===== config.mk =====
export PLATFORM = sky130hd
export DESIGN_NAME = riscv_lsu
export DESIGN_NICKNAME = d
export VERILOG_FILES = /design/src/rtl/riscv_pkg.sv /design/src/rtl/riscv_lsu_load_fmt.sv /design/src/rtl/riscv_lsu.sv
export SDC_FILE = /design/constraint.sdc
export NUM_CORES = 1
export LEC_CHECK = 0
export CORE_MARGIN = 5
export CORE_UTILIZATION = 40
export DETAILED_ROUTE_END_ITERATION = 7
export PLACE_DENSITY = 0.82
export SYNTH_ARGS = -nofsm -noshare
export SYNTH_HDL_FRONTEND = slang
export SYNTH_SLANG_ARGS = --single-unit

===== constraint.sdc =====
create_clock -name clk_i -period 2.65 [get_ports clk_i]
set_input_delay 0.3975 -clock clk_i [delete_from_list [all_inputs] [get_ports clk_i]]
set_output_delay 0.3975 -clock clk_i [all_outputs]
set_load 0.05 [all_outputs]

===== src/rtl/riscv_pkg.sv =====
// Shared core definitions: load/store size encodings and LSU state type.
package riscv_pkg;

  localparam logic [2:0] LDST_B  = 3'd0;
  localparam logic [2:0] LDST_H  = 3'd1;
  localparam logic [2:0] LDST_W  = 3'd2;
  localparam logic [2:0] LDST_BU = 3'd4;
  localparam logic [2:0] LDST_HU = 3'd5;

  typedef enum logic {
    IDLE = 1'b0,
    BUSY = 1'b1
  } lsu_state_t;

  // Misaligned, unencodable, or unsigned-store requests are rejected.
  function automatic logic lsu_req_err(input logic       we,
                                       input logic [2:0] size,
                                       input logic [1:0] addr_lo);
    logic err;
    case (size)
      LDST_B:  err = 1'b0;
      LDST_BU: err = we;
      LDST_H:  err = addr_lo[0];
      LDST_HU: err = we | addr_lo[0];
      LDST_W:  err = (addr_lo != 2'b00);
      default: err = 1'b1;
    endcase
    return err;
  endfunction

endpackage


===== src/rtl/riscv_lsu_load_fmt.sv =====
// Load-data formatter: selects the addressed byte/half lane and extends it.
module lsu_load_fmt
  import riscv_pkg::*;
(
  input  logic [31:0] mem_rd_i,
  input  logic [2:0]  size_i,
  input  logic [1:0]  addr_i,
  output logic [31:0] data_o
);

  logic [7:0]  byte_lane;
  logic [15:0] half_lane;

  always_comb begin
    case (addr_i)
      2'd0:    byte_lane = mem_rd_i[7:0];
      2'd1:    byte_lane = mem_rd_i[15:8];
      2'd2:    byte_lane = mem_rd_i[23:16];
      default: byte_lane = mem_rd_i[31:24];
    endcase
    half_lane = addr_i[1] ? mem_rd_i[31:16] : mem_rd_i[15:0];

    case (size_i)
      LDST_B:  data_o = {{24{byte_lane[7]}}, byte_lane};
      LDST_BU: data_o = {24'h0, byte_lane};
      LDST_H:  data_o = {{16{half_lane[15]}}, half_lane};
      LDST_HU: data_o = {16'h0, half_lane};
      LDST_W:  data_o = mem_rd_i;
      default: data_o = '0;
    endcase
  end

endmodule


===== src/rtl/riscv_lsu.sv =====
// Load/store unit: turns core byte/half/word accesses into aligned word
// transactions with byte enables, stalling the core until memory responds.
module riscv_lsu
  import riscv_pkg::*;
(
  input  logic        clk_i,
  input  logic        rst_i,
  input  logic        core_req_i,
  input  logic        core_we_i,
  input  logic [2:0]  core_size_i,
  input  logic [31:0] core_addr_i,
  input  logic [31:0] core_wd_i,
  output logic [31:0] core_rd_o,
  output logic        core_stall_o,
  output logic        core_err_o,
  output logic        mem_req_o,
  output logic        mem_we_o,
  output logic [3:0]  mem_be_o,
  output logic [31:0] mem_addr_o,
  output logic [31:0] mem_wd_o,
  input  logic [31:0] mem_rd_i,
  input  logic        mem_ready_i
);

  lsu_state_t  state_q, state_d;
  logic        we_q, we_d;
  logic [2:0]  size_q, size_d;
  logic [31:0] addr_q, addr_d;
  logic [31:0] wd_q, wd_d;
  logic [31:0] fmt_rd;
  logic [3:0]  be;
  logic [31:0] st_data;

  lsu_load_fmt u_load_fmt (
    .mem_rd_i (mem_rd_i),
    .size_i   (size_q),
    .addr_i   (addr_q[1:0]),
    .data_o   (fmt_rd)
  );

  always_comb begin
    case (size_q)
      LDST_B, LDST_BU: be = 4'b0001 << addr_q[1:0];
      LDST_H, LDST_HU: be = addr_q[1] ? 4'b1100 : 4'b0011;
      default:         be = 4'b1111;
    endcase
    case (size_q)
      LDST_B:  st_data = {4{wd_q[7:0]}};
      LDST_H:  st_data = {2{wd_q[15:0]}};
      default: st_data = wd_q;
    endcase
  end

  always_comb begin
    state_d      = state_q;
    we_d         = we_q;
    size_d       = size_q;
    addr_d       = addr_q;
    wd_d         = wd_q;
    core_rd_o    = '0;
    core_stall_o = 1'b0;
    core_err_o   = 1'b0;
    mem_req_o    = 1'b0;
    mem_we_o     = 1'b0;
    mem_be_o     = '0;
    mem_addr_o   = '0;
    mem_wd_o     = '0;

    // Outputs are forced low for the whole reset cycle, not just after it.
    if (!rst_i) begin
      case (state_q)
        IDLE: begin
          if (core_req_i) begin
            if (lsu_req_err(core_we_i, core_size_i, core_addr_i[1:0])) begin
              core_err_o = 1'b1;
            end else begin
              we_d         = core_we_i;
              size_d       = core_size_i;
              addr_d       = core_addr_i;
              wd_d         = core_wd_i;
              core_stall_o = 1'b1;
              state_d      = BUSY;
            end
          end
        end
        BUSY: begin
          mem_req_o  = 1'b1;
          mem_we_o   = we_q;
          mem_be_o   = be;
          mem_addr_o = {addr_q[31:2], 2'b00};
          mem_wd_o   = we_q ? st_data : '0;
          if (mem_ready_i) begin
            state_d = IDLE;
            if (!we_q) core_rd_o = fmt_rd;
          end else begin
            core_stall_o = 1'b1;
          end
        end
        default: state_d = IDLE;
      endcase
    end
  end

  always_ff @(posedge clk_i) begin
    if (rst_i) begin
      state_q <= IDLE;
      we_q    <= 1'b0;
      size_q  <= '0;
      addr_q  <= '0;
      wd_q    <= '0;
    end else begin
      state_q <= state_d;
      we_q    <= we_d;
      size_q  <= size_d;
      addr_q  <= addr_d;
      wd_q    <= wd_d;
    end
  end

endmodule


Yosys cells after proc, flatten, opt, wreduce, memory -nomap -nowiden
Cells that the tools add are included.
{"block": "totals", "elab_cells": 60, "ff_bits": 69}
{"block": "classes", "n_eq_ne": 10, "reduce_logical": 7, "shift": 1, "muxes": 34, "bitwise": 3}
{"op": "$mux 32", "count": 9}
{"op": "$pmux 32 s5", "count": 1}
{"op": "$pmux 32 s2", "count": 1}
{"op": "$pmux 8 s3", "count": 1}
{"op": "$mux 16", "count": 1}
{"op": "$mux 1", "count": 15}
{"op": "$eq 3x3->1 const B", "count": 4}
{"op": "$mux 4", "count": 3}
{"op": "$pmux 4 s2", "count": 1}
{"op": "$eq 3x1->1 const B", "count": 2}
{"op": "$eq 3x2->1 const B", "count": 2}
{"op": "$logic_not 3->1", "count": 2}
{"op": "$pmux 1 s5", "count": 1}
{"op": "$reduce_or 2->1", "count": 2}
{"op": "$shl 1x2->4 const A", "count": 1}
{"op": "$reduce_and 3->1", "count": 1}
{"op": "$eq 2x1->1 const B", "count": 1}
{"op": "$eq 2x2->1 const B", "count": 1}
{"op": "$logic_not 2->1", "count": 1}
{"op": "$not 1->1", "count": 2}
{"op": "$pmux 1 s2", "count": 1}
{"op": "$reduce_bool 2->1", "count": 1}
{"op": "$or 1x1->1", "count": 1}

Logic depth before layout (Yosys ltp)
{"block": "logic_depth", "ltp_word": 9, "ltp_mapped": 6}

By module
Synthesis repeated with hierarchy kept, for this count alone.
{"block": "hier_totals", "hier_cells": 617, "area_unflattened_um2": 4819.6}
{"module": "riscv_lsu", "seq_area_each_um2": 1381.3, "area_each_um2": 3748.6, "cells_each": 483, "n_inst": 1}
{"module": "lsu_load_fmt", "seq_area_each_um2": 0.0, "area_each_um2": 1071.0, "cells_each": 134, "n_inst": 1}

Worst setup path before layout
Ideal clock, no wire load.
{"block": "synth_path", "path_type": "input port to output port", "start": "in rst_i", "end": "out core_err_o", "path_slack_ns": -0.164, "arrival_time_ns": 2.416, "cell_stages": 3, "required_ns": 2.253, "cell_sequence": "buf_2 clkbuf_1 nor4b_1"}
{"block": "synth_between", "elab_chain_cells": 1}
{"item": "start: declaration", "line": "riscv_lsu.sv:7", "text": "input logic rst_i,"}
{"item": "$mux 1", "line": "riscv_lsu.sv:70", "text": "if (!rst_i) begin"}
{"item": "end: declaration", "line": "riscv_lsu.sv:15", "text": "output logic core_err_o,"}
No other way between the ends.

Worst setup path after layout
{"block": "layout_path", "start": "reg addr_q[1]", "end": "out core_rd_o[28]"}
{"block": "layout_between", "elab_chain_cells": 7, "word_cells_on_any_way": 10}
{"item": "start: declaration", "line": "riscv_lsu.sv:28", "text": "logic [31:0] addr_q, addr_d;"}
{"item": "start signal: assignment", "line": "riscv_lsu.sv:115", "text": "addr_q <= addr_d;"}
{"item": "$eq 2x2->1, or another cell as far along", "line": "riscv_lsu_load_fmt.sv:15", "text": "case (addr_i)"}
{"item": "$pmux 8 s3", "line": "riscv_lsu_load_fmt.sv:15"}
{"item": "$pmux 32 s5 (*)", "line": "riscv_lsu_load_fmt.sv:23", "text": "case (size_i)"}
{"item": "$mux 32 (*)", "line": "riscv_lsu.sv:94", "text": "if (!we_q) core_rd_o = fmt_rd;"}
{"item": "$mux 32 (*)", "line": "riscv_lsu.sv:92", "text": "if (mem_ready_i) begin"}
{"item": "$mux 32 (*)", "line": "riscv_lsu.sv:71", "text": "case (state_q)"}
{"item": "$mux 32 (*)", "line": "riscv_lsu.sv:70"}
{"item": "end: declaration", "line": "riscv_lsu.sv:13", "text": "output logic [31:0] core_rd_o,"}
Mark *: on every way between the ends. The rest lies on a longest branch, timed or not.

==> flow_summary.toml <==
[sta]
rsz0062_at_grt = "yes"
number_of_endpoints_failing_setup_at_the_final_stage = 0
final_min_period_over_clock_period_pct = 96.8
timing.max_slew.rel_slack_pct = 50.2
max_slew.worst_pin.slew_ns = 0.747
min_period_ns = 2.56
achievable-frequency_ghz = 0.390
final_hold_violations = 0
totalNegativeSetupSlack_ns = 0
finalMaxSlewViolations = 0
final.setup_skew_ns = 0.0121
finalHoldWorstSlack_ns = 0.455

[clocking]
clk_root_buffer_cell = "sky130_fd_sc_hd__clkbuf_8"
ctsLongestPathBuffers = 2
cts_num_sinks = 69
clk_transition_reported_paths_ns = 0.07
cts.htree.levels = 3
clk_latency_ns = 0.35
cts_tree = "done"
cts_inserted_buffers = 9

[power]
cellLeakagePower_nw = 2.63
power_per_cell_area_nw_per_um2 = 386
post-layout-total-power_mw = 2.79
vdd_drop_max_v = 0.000408

[die]
placeableCoreArea_um2 = 9280
die_span_in_x_um = 108
floorplan.io_pins = 208
row_count = 35
dieArea_um2 = 11700
die_h_um = 108
start_util_pct = 41.4

[worst_setup_path]
regToRegSetupSlack_ns = 1.04
critPathArrivalTime_ns = 2.17
timing.rr.end = "addr_q[4]$_SDFFE_PP0P_"
crit_path_end_kind = "output port"
crit-reg2reg-launch = "state_q$_DFF_P_"
worst-r2r-cell-count = 5
crit_slowest_cell = "sky130_fd_sc_hd__dfxtp_1"
critPathRequiredTime_ns = 2.25
timing.setup.critical_path_class = "reg2out"
critical_path.startpoint_type = "register"
crit_fanout = 14
cp_cell_sequence = "mux2_4 > or3_1 > o211ai_4 > buf_4 > a21oi_2 > buf_12"
highest_cell_delay_on_the_worst_timing_path_ns = 0.43

[global_route]
grt_antenna_before_repair = 0
track_usage_pct = 24.8
grt_max_degree = 71
grt_remaining_overflow = 0
grt_pass1_vias = 4587
first_pass_grt_wire_length_um = 23000

[routing]
ant_nets = 0
detail_route.iter0.violations = 345
drt-pass1-iter-count = 8
drt-wirelength-per-cell_um = 17.6
postRouteWirelength_um = 15300
vias = 4689
post_drt_via_cell_ratio = 5.40
detail_route.drc_violations = 0

[synth]
post_synth.cell_area_avg_um2 = 6.99
ys_async_sr_fraction_pct = 0
yosys_register_bits = 69
synth-seq-area-share_pct = 35.9
synth-edff-count = 0
post_synth_instance_area_um2 = 3840
netlist-cell-type-count = 36
syn-instance-count = 550
synth_ff_type = "sky130_fd_sc_hd__dfxtp_1"
synth_warnings = 0

[placed_design]
post_detail_place_hpwl_um = 11400
gpl.final_weighted_congestion = 0.949
place_area_um2 = 6920
cell_total_after_placement = 849
io_buffer_count = 205

[final_layout]
fillCellCount = 630
num-nets-final = 839
drive_above_1_share_pct = 23.0
num_antenna_cells = 0
final_cell_count_no_fill = 869
areaGrowthSynthToFinish_pct = 88.0
stdcell_area_um2 = 7220

[min_path]
worst_min_delay_path_endpoint = "addr_q[21]$_SDFFE_PP0P_"
worst_hold_path_type = "reg2reg"
hold-path-cell-count = 2
hold_path_startpoint = "addr_q[21]$_SDFFE_PP0P_"

[outcome]
outcome = "finished, final reports clean"

[job]
max_cap_violations = 0
synthesized netlist by cell type, types with 3 or more instances:
library cell / n / area share, %
sky130_fd_sc_hd__a21oi_1: 101 / 13
sky130_fd_sc_hd__nor2_1: 28 / 2.7
sky130_fd_sc_hd__buf_2: 13 / 1.7
sky130_fd_sc_hd__clkbuf_1: 28 / 2.7
sky130_fd_sc_hd__nand2_1: 185 / 18
sky130_fd_sc_hd__dfxtp_1: 69 / 36
sky130_fd_sc_hd__nand2b_1: 4 / 0.65
sky130_fd_sc_hd__a222oi_1: 8 / 2.1
sky130_fd_sc_hd__and2_1: 30 / 4.9
sky130_fd_sc_hd__mux2i_1: 9 / 2.3
sky130_fd_sc_hd__a211oi_1: 8 / 1.6
sky130_fd_sc_hd__mux2_2: 8 / 2.3
sky130_fd_sc_hd__buf_4: 6 / 1.2
sky130_fd_sc_hd__a22oi_1: 8 / 1.6
sky130_fd_sc_hd__a21oi_2: 10 / 2.3
sky130_fd_sc_hd__nor2b_1: 3 / 0.49
sky130_fd_sc_hd__and3_1: 9 / 1.5
layer usage:
layer	wire (µm)	part of all wire [%]	track usage, %
met5	0	0	0
met4	572	3.7	13.0
met3	1610	10	7.52
met2	7560	49	43.1
met1	5570	36	27.1
per-stage QoR:
stage | setup WS [ns] | utilization, %
floorplan | -0.0893 | -
global placement | -0.00868 | 74.6
detailed placement | -0.104 | 74.6
CTS | 0.0403 | 77.4
global route | -0.0340 | 77.8
finish | 0.0852 | 77.8
layout by cell type (no fill, tap or decap), types with 2 or more instances in the layout:
| master | instances |
|---|---|
| sky130_fd_sc_hd__a211oi_1 | 8 |
| sky130_fd_sc_hd__a21oi_1 | 101 |
| sky130_fd_sc_hd__a21oi_2 | 10 |
| sky130_fd_sc_hd__a222oi_1 | 8 |
| sky130_fd_sc_hd__a22oi_1 | 8 |
| sky130_fd_sc_hd__and2_1 | 30 |
| sky130_fd_sc_hd__and3_1 | 9 |
| sky130_fd_sc_hd__buf_12 | 99 |
| sky130_fd_sc_hd__buf_4 | 21 |
| sky130_fd_sc_hd__bufinv_16 | 3 |
| sky130_fd_sc_hd__clkbuf_8 | 11 |
| sky130_fd_sc_hd__clkdlybuf4s50_1 | 102 |
| sky130_fd_sc_hd__conb_1 | 2 |
| sky130_fd_sc_hd__dfxtp_1 | 69 |
| sky130_fd_sc_hd__inv_2 | 2 |
| sky130_fd_sc_hd__mux2_2 | 8 |
| sky130_fd_sc_hd__mux2i_1 | 9 |
| sky130_fd_sc_hd__nand2_1 | 184 |
| sky130_fd_sc_hd__nand2b_1 | 4 |
| sky130_fd_sc_hd__nor2_1 | 26 |
| sky130_fd_sc_hd__nor2_2 | 2 |
| sky130_fd_sc_hd__nor2b_1 | 3 |
| sky130_fd_sc_hd__o21ai_0 | 2 |
| sky130_fd_sc_hd__or3_1 | 2 |
flip-flops by register name (all words and copies together), names as in the netlist:
name     flops
addr_q      32
wd_q        32
size_q       3
state_q      1
we_q         1
power by group:
part / internal [mW] / switching (mW) / leakage [nW]
sequential: 1.08 / 0.0367 / 0.561
combinational: 0.277 / 0.295 / 1.94
clock: 0.678 / 0.416 / 0.126
total: 2.04 / 0.748 / 2.63
how the worst max path moves through the flow:
stage,startpoint,to,slack (ns)
floorplan,rst_i,mem_wd_o[28],-0.09
global placement,mem_rd_i[15],core_rd_o[31],-0.009
detailed placement,mem_rd_i[15],core_rd_o[19],-0.10
CTS,state_q$_DFF_P_,mem_wd_o[20],0.04
global route,size_q[0]$_SDFFE_PP0P_,core_rd_o[13],-0.03
finish,addr_q[1]$_SDFFE_PP0P_,core_rd_o[28],0.09
area by class of cell:
class	instances	area [µm²]	share of cell area, %
clock buffers	11	151	2.10
multi-input cells	429	2250	31.1
inverters	3	11.3	0.156
clock inverters	5	106	1.47
well taps	129	161	2.23
flip-flops and latches	69	1380	19.1
repair buffers	223	3170	43.8
what timing repair did:
action | in CTS | in global routing
hold buffers | 0 | 0
setup buffers | 0 | 4
gates cloned | 0 | 0
resized for setup | 1 | 2
endpoints found under the setup margin | 16 | 20
logic make-up after synthesis:
logic type	Yosys count	synth area share, %
and+or+nand+nor	267	30.2
AOI/OAI and AO/OA	142	22.1
DFF	69	35.9
buffers and inverters	53	6.58
muxes	18	5.08
other	1	0.0976
critical path: cells and delay by family, from the launching register on:
family	cells	cell delay (ns)
AND/OR/NAND/NOR	1	0.36
AO/OA/AOI/OAI	2	0.31
flip-flops	1	0.43
multiplexers	1	0.34
buffers and inverters	2	0.39
No activity file was read; power rests on OpenSTA's default activity.
